### config.mk
export PLATFORM = sky130hd
export DESIGN_NAME = outbuf_deskew
export DESIGN_NICKNAME = d
export VERILOG_FILES = /design/src/rtl/buf_pkg.sv /design/src/rtl/outbuf_deskew_line.sv /design/src/rtl/outbuf_deskew.sv
export SDC_FILE = /design/constraint.sdc
export NUM_CORES = 1
export LEC_CHECK = 0
export ABC_CLOCK_PERIOD_IN_PS = 9800
export CELL_PAD_IN_SITES_DETAIL_PLACEMENT = 1
export CELL_PAD_IN_SITES_GLOBAL_PLACEMENT = 1
export CORE_MARGIN = 10
export CORE_UTILIZATION = 53
export DETAILED_ROUTE_END_ITERATION = 10
export PLACE_DENSITY_LB_ADDON = 0.1
export REMOVE_ABC_BUFFERS = 1
export SLEW_MARGIN = 20
export SYNTH_ARGS = -nofsm -noshare
export SYNTH_HDL_FRONTEND = slang
export SYNTH_SLANG_ARGS = --single-unit
### constraint.sdc
create_clock -name clk -period 9.8 [get_ports clk]
set_input_delay 2.45 -clock clk [delete_from_list [all_inputs] [get_ports clk]]
set_output_delay 2.45 -clock clk [all_outputs]
set_load 0.03 [all_outputs]
### src/rtl/buf_pkg.sv
//------------------------------------------------------------------------------
// Module  : buf_pkg
// Brief   : Defaults and the pointer-width helper for the systolic buffers.
// Revision: 1.0  initial release
//------------------------------------------------------------------------------
`default_nettype none

package buf_pkg;
  localparam int BUF_WIDTH_DEF  = 8;
  localparam int BUF_DEPTH_DEF  = 8;
  localparam int BUF_MAXPAD_DEF = 7;

  // One extra MSB lets a full FIFO be told apart from an empty one after a wrap.
  function automatic int ptr_w(input int depth);
    return $clog2(depth) + 1;
  endfunction
endpackage

`default_nettype wire

### src/rtl/outbuf_deskew_line.sv
//------------------------------------------------------------------------------
// Module  : deskew_line
// Brief   : {valid,data} shift register of STAGES cycles; STAGES=0 is a wire.
// Revision: 1.0  initial release
//------------------------------------------------------------------------------
`default_nettype none

module deskew_line #(
  parameter int WIDTH  = 8,
  parameter int STAGES = 0
) (
  input  logic             clk,
  input  logic             rst,
  input  logic             clr,
  input  logic             in_valid,
  input  logic [WIDTH-1:0] din,
  output logic             out_valid,
  output logic [WIDTH-1:0] dout
);

  if (STAGES == 0) begin : g_wire
    logic w_unused_clk;
    assign w_unused_clk = clk;
    // A word arriving on a clearing edge is discarded even with no stages.
    assign out_valid = in_valid && !rst && !clr;
    assign dout      = din;
  end else begin : g_pipe
    logic [STAGES-1:0] r_v;
    logic [WIDTH-1:0]  r_d [STAGES];

    always_ff @(posedge clk) begin
      if (rst || clr) begin
        r_v <= '0;
      end else begin
        r_v[0] <= in_valid;
        for (int i = 1; i < STAGES; i++) r_v[i] <= r_v[i-1];
      end
    end

    always_ff @(posedge clk) begin
      r_d[0] <= din;
      for (int i = 1; i < STAGES; i++) r_d[i] <= r_d[i-1];
    end

    assign out_valid = r_v[STAGES-1];
    assign dout      = r_d[STAGES-1];
  end

endmodule

`default_nettype wire

### src/rtl/outbuf_deskew.sv
//------------------------------------------------------------------------------
// Module  : outbuf_deskew
// Brief   : Per-column output deskew delay followed by a drainable result FIFO.
// Revision: 1.0  initial release
//------------------------------------------------------------------------------
`default_nettype none

module outbuf_deskew
  import buf_pkg::*;
#(
  parameter int WIDTH   = BUF_WIDTH_DEF,
  parameter int DEPTH   = BUF_DEPTH_DEF,
  parameter int PADDING = 0,
  parameter int MAXPAD  = BUF_MAXPAD_DEF
) (
  input  logic                     clk,
  input  logic                     rst,
  input  logic                     in_valid,
  input  logic [WIDTH-1:0]         din,
  input  logic                     flush,
  input  logic                     read,
  output logic [WIDTH-1:0]         dout,
  output logic                     dout_valid,
  output logic                     empty,
  output logic                     full,
  output logic [ptr_w(DEPTH)-1:0]  count,
  output logic                     overflow
);

  localparam int c_pw     = ptr_w(DEPTH);
  localparam int c_aw     = $clog2(DEPTH);
  localparam int c_stages = MAXPAD - PADDING;

  if (PADDING > MAXPAD || PADDING < 0) begin : g_err_pad
    $error("outbuf_deskew: PADDING must lie in 0..MAXPAD");
  end
  if (DEPTH < 2 || (DEPTH & (DEPTH - 1)) != 0) begin : g_err_depth
    $error("outbuf_deskew: DEPTH must be a power of 2 and >= 2");
  end

  logic             w_aval;
  logic [WIDTH-1:0] w_adata;

  deskew_line #(
    .WIDTH  (WIDTH),
    .STAGES (c_stages)
  ) u_line (
    .clk       (clk),
    .rst       (rst),
    .clr       (flush),
    .in_valid  (in_valid),
    .din       (din),
    .out_valid (w_aval),
    .dout      (w_adata)
  );

  logic [c_pw-1:0]  r_wptr;
  logic [c_pw-1:0]  r_rptr;
  logic [WIDTH-1:0] r_mem [DEPTH];
  logic [WIDTH-1:0] r_dout;
  logic             r_dout_valid;
  logic             r_overflow;
  logic [c_pw-1:0]  w_count;
  logic             w_empty;
  logic             w_full;
  logic             w_rd;
  logic             w_wr;

  assign w_count = r_wptr - r_rptr;
  assign w_empty = (w_count == '0);
  assign w_full  = (w_count == c_pw'(DEPTH));
  assign w_rd    = read && !w_empty;
  // A read on the same edge frees a slot, so a full FIFO may still accept.
  assign w_wr    = w_aval && (!w_full || w_rd);

  always_ff @(posedge clk) begin
    if (rst) begin
      r_wptr       <= '0;
      r_rptr       <= '0;
      r_dout       <= '0;
      r_dout_valid <= 1'b0;
      r_overflow   <= 1'b0;
    end else if (flush) begin
      r_wptr       <= '0;
      r_rptr       <= '0;
      r_dout_valid <= 1'b0;
      r_overflow   <= 1'b0;
    end else begin
      r_dout_valid <= w_rd;
      if (w_rd) begin
        r_dout <= r_mem[r_rptr[c_aw-1:0]];
        r_rptr <= r_rptr + 1'b1;
      end
      if (w_wr) r_wptr <= r_wptr + 1'b1;
      if (w_aval && !w_wr) r_overflow <= 1'b1;
    end
  end

  always_ff @(posedge clk) begin
    if (!rst && !flush && w_wr) r_mem[r_wptr[c_aw-1:0]] <= w_adata;
  end

  assign dout       = r_dout;
  assign dout_valid = r_dout_valid;
  assign empty      = w_empty;
  assign full       = w_full;
  assign count      = w_count;
  assign overflow   = r_overflow;

endmodule

`default_nettype wire

==> results.md, run 1 <==
Clock tree:
- After clock tree synthesis, the clock-pin slew on the worst setup and hold paths is 70 ps.
- After clock tree synthesis, the repair step resized 0 gates.
- The maximum root-to-sink buffer count is 2.
- For the worst-skew pair, the clock arrives at the later sink with an insertion delay of 530 ps.
- The TritonCTS buffer count is 17.
- TritonCTS built the clock tree.
- The number of buffers inserted by hold repair at cts is 0.
- The number of levels the H-tree was split into is 4.
- The CTS sink count is approximately 150.
- Once the clock tree was built, the setup fixing pass inserted 0 buffers.
- Clock tree synthesis selected as its root buffer the cell clkbuf_8.

Pwr:
- The static leakage power is about 2.1 nW.
- The design draws between 1 and 1.5 mW.
- The total power divided by cell area is roughly 230 nW/µm².
- The largest vdd supply drop is about 200 µV.

Critical path:
- The largest driver fanout on the critical path is 19.
- In this run the worst setup path terminates at full.
- In this run the register-to-register setup slack is approximately 5900 ps.
- The launching element of the worst setup path is r_rptr[1].
- The required time of the critical path is 7350 ps.
- The data arrival time at the worst-slack endpoint is around 3600 ps.
- The number of cells traversed by the worst register-to-register path is 7.
- The worst register-to-register path begins at r_rptr[1].
- The critical path startpoint category is a flip-flop.
- The startpoint-to-endpoint class of the critical path is flip-flop to output pin.
- The sort of element at the end of the critical path is an output pin.
- The endpoint identified for the worst register-to-register timing path is r_mem[7][6].

Layout:
- The synthesis-to-layout area growth is 20.8%.
- The number of antenna diodes in the final layout is 0.
- The net count of the finished layout is around 350.
- The number of filler instances in the final layout is between 700 and 800.
- In the final layout, the multi-input gates occupy 1070 µm².
- The post-route netlist has between 10% and 20% of its cells at a drive strength greater than 1.
- The number of standard cells in the final layout excluding fillers is roughly 460.
- The area taken by flip-flops and latches is between 3000 and 4000 µm².
- The finished cells cover 5670 µm².

Timing:
- The shortest clock period the worst path allows after layout is 6020 ps.
- The tightest slew margin relative to the limit is between 30% and 40%.
- The final setup violation count is 0.
- The setup skew after layout is about 12 ps.
- The worst path meets setup with ~3800 ps of slack.
- Setup repair after global routing left no endpoint under its margin.
- The post-route clock period utilization is between 60 and 70%.
- For the pin with the worst max-slew slack, the measured transition is approximately 990 ps.
- The final-report hold violation count is 0.
- The maximum frequency from static timing analysis is ~0.17 GHz.
- The setup TNS is 0 ps.
- The final max-slew violation count is 0.

Placed design:
- Detailed placement finished with a half-perimeter wire length of 5.74 mm.
- The pre-CTS setup slack is 4250 ps.
- Including well taps, the total number of placed cells is about 420.
- The number of input and output port buffers inserted is 28.
- The routability congestion estimate from global placement is between 0.7 and 0.8.
- The area of placed instances is about 5100 µm².

Floorplanning:
- The effective utilization at floorplan is between 50% and 60%.
- The area enclosed by the die boundary is around 13,000 µm².
- The overall die height is about 110 µm.
- Row generation in the floorplan step produced 34 rows.
- After floorplanning, the core was sized to cover 8680 µm².
- During I/O placement, the number of pins put on the boundary was 29.
- The die is 114 µm wide.

Detailed routing:
- The number of design rule violations left after detail routing is 0.
- The average wire per cell in the routed design is 20.1 µm.
- The violation count after the first detailed-routing iteration is 87.
- Across all layers, the routed design uses roughly 2,400 vias.
- Before antenna repair, the detailed router went through 4 iterations.
- Dividing the detail-routed via count by the number of cells gives between 5 and 6.
- The routed design has between 9 and 10 mm of wire.
- The detail route stage leaves a number of antenna-violating nets equal to 0.

Synth:
- In this run, synthesis inferred 64 flip-flops with an integrated enable.
- The synthesized area per cell is 16.0 µm².
- The number of distinct standard cells referenced by the synthesized netlist is 39.
- The post-synthesis instance area is between 4000 and 5000 µm².
- The cell taking the most area after synthesis is edfxtp_1.
- The synthesized design devotes to its leading area cell type between 40% and 50% of total area.
- The async set-reset flop share out of synthesis is 0%.
- The synthesized design contains roughly 150 register bits.
- The share of the yosys chip area belonging to registers is 75.5%.
- The yosys synthesis warning count is 0.
- The primary flip-flop cell chosen by synthesis mapping is dfxtp_1.
- By area the synthesized netlist is led by edfxtp_1 (41%), dfxtp_1 (35%), mux4_2 (7.7%).
- In the synthesized netlist, the number of instances is 294.

GRT:
- The total overflow left after global routing is 0.
- The number of global-route vias before repair came to ~2,700.
- The total routing usage reported by global routing is 15.0%.
- The initial antenna violation count came to 0.
- The largest net degree at the start of global routing is 20.
- The first-pass GRT wire length is 14.6 mm.

Min path:
- The type of the most critical hold path is flip-flop to flip-flop.

Run:
- Across the run, the number of max-cap violations was 0.

Run status:
- The run finished with clean final reports.
## cell families after synthesis
family / count (synthesis) / share of synthesized area (%)
flip-flops: 145 / 75.5
XOR/XNOR: 4 / 0.746
adder cells (fa/ha/maj): 6 / 1.76
buffers and inverters: 19 / 1.97
multiplexers: 24 / 9.38
AND/OR/NAND/NOR: 77 / 7.60
AO/OA/AOI/OAI: 19 / 3.07
## critical path, stage by stage (launching register included)
cell,delay [ps]
dfxtp_1,910
inv_1,240
fa_1,460
xor2_1,170
or3_4,370
nor3_1,180
clkdlybuf4s50_1,710
## routing by layer
metal | share of wire [%] | GRT usage, % | vias to the layer above | wire, µm
li1 | - | - | 1141 | -
met1 | 42 | 16.8 | 1215 | 3820
met2 | 50 | 24.5 | 63 | 4560
met3 | 6.0 | 5.87 | 17 | 553
met4 | 2.4 | 7.18 | 0 | 217
met5 | 0 | 0 | - | 0
## power breakdown
group	switching, mW	internal (mW)
clock network	0.280	0.341
registers	0.00625	0.643
logic	0.00320	0.00465
## placed cells by master, fill, tap and decap left out, drive strengths merged, types with 2 or more instances in the layout
cell type,instances
a21o,3
a21oi,7
a31o,2
and2,7
and3b,2
buf,5
clkbuf,19
clkdlybuf4s50,28
clkinv,3
dfxtp,81
edfxtp,64
ha,5
inv,17
mux2i,8
mux4,16
nand2,6
nand2b,2
nand3,5
nor2,43
nor3,7
xnor2,2
xor2,2
## flip-flops by register name, summed over array words and instances, names as in the netlist
signal,count
u_line.g_pipe.r_d,56
r_wptr,4
dout,8
overflow,1
r_rptr,4
u_line.g_pipe.r_v,7
r_mem,64
dout_valid,1
## cell type report
| type | instances | share of cell area (%) |
|---|---|---|
| Clock buffer | 19 | 7.81 |
| Tap cell | 108 | 2.38 |
| Clock inverter | 13 | 2.32 |
| Inverter | 7 | 0.463 |
| Sequential cell | 145 | 62.5 |
| Timing Repair Buffer | 33 | 5.60 |
| Multi-Input combinational cell | 130 | 18.9 |
## per-stage QoR
stage	utilization, %	hold slack, ps
3_3_place_gp	58.6	310
6_report	65.3	324
2_1_floorplan	-	310
5_1_grt	65.3	330
3_5_place_dp	58.6	313
4_1_cts	65.2	329
## Yosys cell counts, types with 2 or more instances
library cell,instances
dfxtp_1,81
edfxtp_1,64
nor2_1,43
mux4_2,16
mux2i_1,8
and2_1,7
inv_1,7
nor3_1,7
a21oi_1,6
clkbuf_1,6
nand2_1,6
ha_1,5
nand3_1,5
a21o_1,2
a31o_1,2
buf_2,2
buf_6,2
nand2b_1,2
xnor2_1,2
xor2_1,2
## worst min-delay path by stage
stage                             from  slack, ps  cells after the start                       to
5_1_grt        u_line.g_pipe.r_d[3][4]        330                      0  u_line.g_pipe.r_d[4][4]
4_1_cts        u_line.g_pipe.r_d[3][4]        330                      0  u_line.g_pipe.r_d[4][4]
3_3_place_gp   u_line.g_pipe.r_d[4][6]        310                      0  u_line.g_pipe.r_d[5][6]
3_5_place_dp   u_line.g_pipe.r_d[2][5]        310                      0  u_line.g_pipe.r_d[3][5]
6_report       u_line.g_pipe.r_d[3][4]        320                      0  u_line.g_pipe.r_d[4][4]
2_1_floorplan  u_line.g_pipe.r_d[0][0]        310                      0  u_line.g_pipe.r_d[1][0]
(Power assumes the default switching activity.)
==> run 2: changes to the inputs <==
ABC_CLOCK_PERIOD_IN_PS = 5950   (was 9800)
CORE_UTILIZATION = 49   (was 53)
clock period = 5.95 ns   (was 9.8 ns; I/O delays follow)
==> results.md, run 2 (same netlist as run 1, synthesis figures left out) <==
Run status:
- The run finished with clean final reports.

Layout:
- The multi-input combinational cells in the finished layout cover a total of about 1100 µm².
- The area taken by flip-flops and latches is 3540 µm².
- Measured on the finished design, the core utilization comes to between 60% and 70%.
- The synthesis-to-layout area growth is 22.1%.
- The most common library cell in the layout ignoring fill and taps is dfxtp_1.
- Leaving out fill and tap cells, the most frequent cells in the layout are dfxtp_1 (81), edfxtp_1 (64), nor2_1 (43).
- After the last flow step, the layout net total stands at about 360.
- In the final layout, the share of cells above drive strength 1 is between 10% and 20%.
- The area of all placed cells without fillers is about 5700 µm².
- The diode insertion count for antenna repair is 0.
- The number of filler instances in the final layout is between 800 and 900.
- The register with the most flip-flops in the layout has 64 of them.

Critical path:
- The number of cells traversed by the worst register-to-register path is 7.
- STA classifies the critical path endpoint as an output pin.
- The largest driver fanout on the critical path is 9.
- The startpoint identified for the worst register-to-register timing path is r_rptr[2].
- The worst setup path is launched from a flip-flop.
- Across all register-to-register paths, the minimum setup slack is 2550 ps.
- The setup path with the least slack is of type flip-flop to output pin.
- The required time of the critical path is 4460 ps.
- The worst register-to-register path ends at r_mem[3][6].
- At the worst endpoint, the arrival time is 3200 ps.

Clock tree:
- The number of clock buffers added by TritonCTS is 17.
- The buffer count from post-CTS setup fixing is 0.
- The clock reaches the later pin of the worst-skew pair after 510 ps.
- The root buffer cell chosen for the clock tree is clkbuf_8.
- The TritonCTS clock tree is yes.
- In this run, post-CTS hold repair placed 0 buffers.
- The clock net in this run drives a total of 145 sinks.
- Counting along the longest clock path gives a buffer depth of 2.
- Clock-pin slew was measured on the worst setup and hold paths at around 70 ps.
- The number of resized instances in the post-cts repair step is 0.
- The number of levels the H-tree was split into is 4.

Placed design:
- The number of input and output port buffers inserted is 28.
- At the end of routability-driven placement, the weighted congestion stood at a little over 0.7.
- After detailed placement, the total cell area comes to just over 5000 µm².
- Detailed placement finished with a half-perimeter wire length of approximately 5.4 mm.

Detailed routing:
- The number of design rule violations left after detail routing is 0.
- The average wire per cell in the routed design is 18.3 µm.
- The count of TritonRoute iterations in the first routing pass is 4.
- The first routing iteration left 140 violations.
- Once detail routing completed, the nets flagged for antenna violations numbered 0.
- The vias per cell is between 5 and 6.
- Across all layers, the routed design uses about 2,400 vias.
- The final layout contains routed wiring with a total length of between 8 and 9 mm.

Floorplanning:
- From bottom edge to top edge, the die measures roughly 120 µm.
- The effective utilization at floorplan is around half.
- The die is between 100 and 150 µm wide.
- The floorplan row count is 35.
- The floorplan step defined a die boundary enclosing about 14,000 µm².
- The top-level I/O count is 29.
- The area of the core region is a little over 9000 µm².

GRT:
- The number of global-route vias before repair is approximately 2,600.
- The initial antenna violation count is 0.
- The global-route congestion overflow total is 0.
- Entering global routing, the biggest net connects 20 pins.
- The total routing usage reported by global routing is 13.2%.
- The first-pass GRT wire length is roughly 14 mm.

Timing:
- Hold timing on the final database bottoms out at a slack of around 330 ps.
- Setup repair after global routing left no endpoint under its margin.
- For the final routed database, the setup TNS stands at 0 ps.
- Counting I/O delays and the setup requirement, the final critical path takes 4690 ps.
- The maximum frequency from static timing analysis is 0.213 GHz.
- The setup skew after layout is a little over 7 ps.
- At the pin with the least slew margin, the transition time is around 970 ps.
- The final-report hold violation count is 0.
- The tightest slew margin relative to the limit is between 30% and 40%.
- The post-route clock period utilization is around four fifths.
- The final setup violation count is 0.
- The final max-slew violation count was 0.

Pwr:
- The largest vdd supply drop is roughly 260 µV.
- The total power divided by cell area is between 300 and 400 nW/µm².
- The static leakage power is approximately 2.1 nW.

Run:
- The max-capacitance violation count is 0.

Min path:
- The path class of the tightest hold or removal check is flip-flop to flip-flop.
- Along the worst hold path, the cell count comes to 0.
- The endpoint with the worst hold slack is u_line.g_pipe.r_d[2][1].
- The hold path startpoint is u_line.g_pipe.r_d[1][1].
run 2: cell count changes in the layout (fill, tap and decap cells not counted), sizes merged:
cell	before	now
clkinvlp	0	1
clkbuf	19	18
buf	5	8
inv	17	15
clkinv	3	5
run 2: worst max-delay path by stage:
stage               startpoint   end  slack (ps)  depth (start not counted)
detailed placement   r_wptr[0]  full        1820                          7
CTS                  r_wptr[0]  full        1230                          7
global placement     r_wptr[0]  full        1880                          7
global route         r_wptr[0]  full        1100                          7
floorplan            r_rptr[0]  full        1400                          5
finish               r_wptr[0]  full        1260                          7
run 2: stage by stage:
step / std cells / power, mW / setup WS (ps)
CTS: 479 / 2.14 / 1230
global placement: 447 / 1.10 / 1880
detailed placement: 447 / 1.10 / 1820
global route: 479 / 2.20 / 1100
floorplan: 282 / 1.09 / 1400
finish: 479 / 2.12 / 1260
run 2: final cells by class:
type	instances	share of cell area, %
Inverter	7	0.458
Timing Repair Buffer	36	5.94
Tap cell	129	2.82
Sequential cell	145	61.8
Multi-Input combinational cell	130	18.5
Clock inverter	14	2.86
Clock buffer	18	7.66
run 2: layer usage:
metal / wire, µm / share of wire [%] / up-vias / global-route usage, %
li1: - / - / 1145 / -
met1: 3850 / 44 / 1219 / 15.3
met2: 4500 / 51 / 41 / 21.7
met3: 294 / 3.4 / 11 / 4.56
met4: 133 / 1.5 / 0 / 5.41
met5: 0 / 0 / - / 0
run 2: worst max-delay path, stage by stage, from the launching register on:
cell and delay, ps:
dfxtp_1 480, inv_1 130, ha_1 240, inv_1 70, fa_1 430, or3_4 440, nor3_1 190, clkdlybuf4s50_1 720
run 2: power by group:
group	total [mW]	internal, mW	switching (mW)
Sequential	1.07	1.06	0.0105
Combinational	0.0132	0.00806	0.00510
Clock	1.04	0.570	0.465
Total	2.12	1.64	0.481
==> run 3: changes to the inputs <==
ABC_CLOCK_PERIOD_IN_PS = 4600   (was 5950)
clock period = 4.6 ns   (was 5.95 ns; I/O delays follow)
==> results.md, run 3 (same netlist as run 1, synthesis figures left out) <==
Timing:
- The tightest slew margin relative to the limit is around a third.
- The final max-slew violation count is 0.
- Across all setup checks in the final design, the least slack found is roughly 280 ps.
- The final hold slack is 322 ps.
- Derived from the worst setup path, the maximum achievable clock frequency is 0.232 GHz.
- In the finished design, the share of the clock period the worst path needs comes to 93.8%.
- The setup TNS is 0 ps.
- The pin slew with the least headroom to its limit is ~980 ps.
- The setup skew after layout is approximately 8.5 ps.
- The final-report hold violation count came to 0.
- The final setup violation count is 0.
- The shortest clock period the worst path allows after layout is about 4300 ps.
- Setup repair after global routing left no endpoint under its margin.

Pwr:
- The largest vdd supply drop is a little under 300 µV.
- The clock network burns between 40 and 50% of the power.
- The total power divided by cell area is between 400 and 500 nW/µm².
- The switching part of the total is approximately 21%.
- The share of power burned in registers is approximately 52%.
- The static leakage power is 2.10 nW.
- The design draws ~2.7 mW.
- The share of power burned in combinational logic is less than 1%.
- Summed over all nets, the switching power comes to 0.553 mW.
- The internal portion of the total power is 2.11 mW.

Critical path:
- The startpoint-to-endpoint class of the critical path is flip-flop to output pin.
- The reg-to-reg endpoint is r_mem[2][1].
- The worst setup path is captured at an output pin.
- Walking the worst path, the cells encountered are inv_1 > ha_1 > inv_1 > fa_1 > or3_4 > nor3_1 > clkdlybuf4s50_1.
- The data arrival time at the worst-slack endpoint is 3170 ps.
- The critical path's most frequent cell is inv_1.
- The largest incremental delay on the critical path is ~700 ps.
- The worst register-to-register path begins at r_rptr[2].
- The largest driver fanout on the critical path is 9.
- The number of cells on the worst reg-to-reg path is 8.
- The critical path startpoint category is a flip-flop.
- The library cell contributing the largest single delay on the critical path is clkdlybuf4s50_1.
- The critical path's top delay family is buffers and inverters.
- Together, buffers and inverters on the worst path number 3.
- The register-to-register setup slack is about 1400 ps.
- The required time of the critical path is ~3500 ps.

Floorplanning:
- The area enclosed by the die boundary is roughly 14,000 µm².
- The floorplan row count is 35.
- The top-level I/O count is 29.
- For this configuration, the core starts out at a cell density of between 50% and 60%.
- Measured along the x axis, the die boundary spans ~120 µm.
- The area of the core region is approximately 9300 µm².
- The overall die height is 118 µm.

GRT:
- Entering global routing, the biggest net connects 20 pins.
- Global routing used approximately 16% of the available met1 tracks.
- The first-pass GRT wire length is ~14 mm.
- The total routing usage reported by global routing is 13.2%.
- For met2 alone, demand over resource in global routing was between 20% and 30%.
- The number of global-route vias before repair is approximately 2,600.
- The initial antenna violation count was 0.
- met2 is the most crowded layer.
- The global-route met3 utilization is under 10%.
- The global-route congestion overflow total is 0.

Clock tree:
- The clock passes through at most 2 buffers.
- TritonCTS built the clock tree.
- The number of buffers inserted by hold repair at cts is 0.
- The clock edge transition at the registers on the reported setup and hold paths is about 60 ps.
- Post-CTS repair changed the size of 0 cells.
- The TritonCTS buffer count is 17.
- The clock root buffer is clkbuf_8.
- Clock latency on the worst-skew pair, taken at its later pin, is 500 ps.
- The tree built by TritonCTS fans out to between 100 and 150 sinks.
- The number of levels the H-tree was split into is 4.
- Buffers added to address setup during post-CTS repair amount to 0.

Placed design:
- Prior to clock tree synthesis, the placed netlist has a worst setup slack of just over 800 ps.
- The count of buffers added on input and output ports is 28.
- The cell count after placement is 450.
- After legalization and detailed placement, the total HPWL measured around 5.3 mm.
- The routability congestion estimate from global placement is between 0.7 and 0.8.

Detailed routing:
- The average wire per cell in the routed design is about 18 µm.
- The violation count after the first detailed-routing iteration is approximately 140.
- Dividing the detail-routed via count by the number of cells gives 5.02.
- After detailed routing, the number of remaining DRC violations is 0.
- The remaining antenna violation count after routing is 0.
- After detailed routing, the total wire length is 8.71 mm.
- The detailed-route via count is ~2,400.
- The count of TritonRoute iterations in the first routing pass is 4.

Run status:
- The run finished with clean final reports.

Run:
- The max-capacitance violation count is 0.

Layout:
- The register with the most flip-flops in the layout has between 60 and 70 of them.
- The number of antenna diodes in the final layout is 0.
- The share of post-route cells with drive strength above 1 is 18.1%.
- The number of standard cells in the final layout excluding fillers is between 400 and 500.
- Leaving out fill and tap cells, the most frequent cell in the layout is dfxtp_1.
- The library cells used most frequently in the layout, excluding fill and tap cells, are dfxtp_1 (81), edfxtp_1 (64), nor2_1 (43).
- The total number of nets in the final design is approximately 360.
- Compared with the post-synthesis result, the final layout area differs by 21.4%.
- The layout has 872 filler cells.

Min path:
- The endpoint with the worst hold slack is u_line.g_pipe.r_d[5][4].
- The worst hold path passes through 0 cells.
- The type of the most critical hold path is flip-flop to flip-flop.
- The hold path startpoint is u_line.g_pipe.r_d[4][4].
==> run 3: changes by cell type in the layout (fill, tap and decap cells not counted), moves of 2 or more <==
cell,delta
inv_6,+3
inv_8,-5
clkbuf_1,+2
buf_4,+3
clkinvlp_4,+2
clkinv_8,-4
==> run 3: metal layers <==
metal  wire length [µm]  part of all wire, %
met1               3830                   44
met2               4450                   51
met3                390                  4.5
met4                 42                 0.48
met5                  0                    0
==> run 3: worst max path at each step <==
| stage | startpoint | end | slack (ps) | cells past startpoint |
|---|---|---|---|---|
| 6_report | r_wptr[0] | full | 280 | 7 |
| 5_1_grt | r_rptr[2] | empty | 120 | 7 |
| 4_1_cts | r_wptr[0] | full | 250 | 7 |
| 3_5_place_dp | r_wptr[0] | full | 820 | 7 |
| 3_3_place_gp | r_wptr[0] | full | 880 | 7 |
| 2_1_floorplan | r_rptr[0] | full | 390 | 5 |
==> run 3: final cells by class <==
type / count / area, µm² / area share, %
Clock buffer: 19 / 422 / 7.40
Clock inverter: 13 / 125 / 2.20
Inverter: 7 / 26.3 / 0.461
Multi-Input combinational cell: 130 / 1060 / 18.6
Sequential cell: 145 / 3540 / 62.2
Tap cell: 129 / 161 / 2.83
Timing Repair Buffer: 39 / 363 / 6.37
==> run 3: through the flow <==
stage          area (µm²)  util (%)
3_5_place_dp         5150      55.5
2_1_floorplan        4630         -
3_3_place_gp         5150      55.5
5_1_grt              5700      61.4
4_1_cts              5700      61.4
6_report             5700      61.4
==> run 3: power by group through the flow <==
stage	combinational [mW]	clock (mW)	sequential (mW)
2_1_floorplan	0.00325	0	1.40
3_3_place_gp	0.0169	0	1.41
3_5_place_dp	0.0170	0	1.41
4_1_cts	0.0173	1.29	1.38
5_1_grt	0.0186	1.36	1.39
6_report	0.0170	1.26	1.38
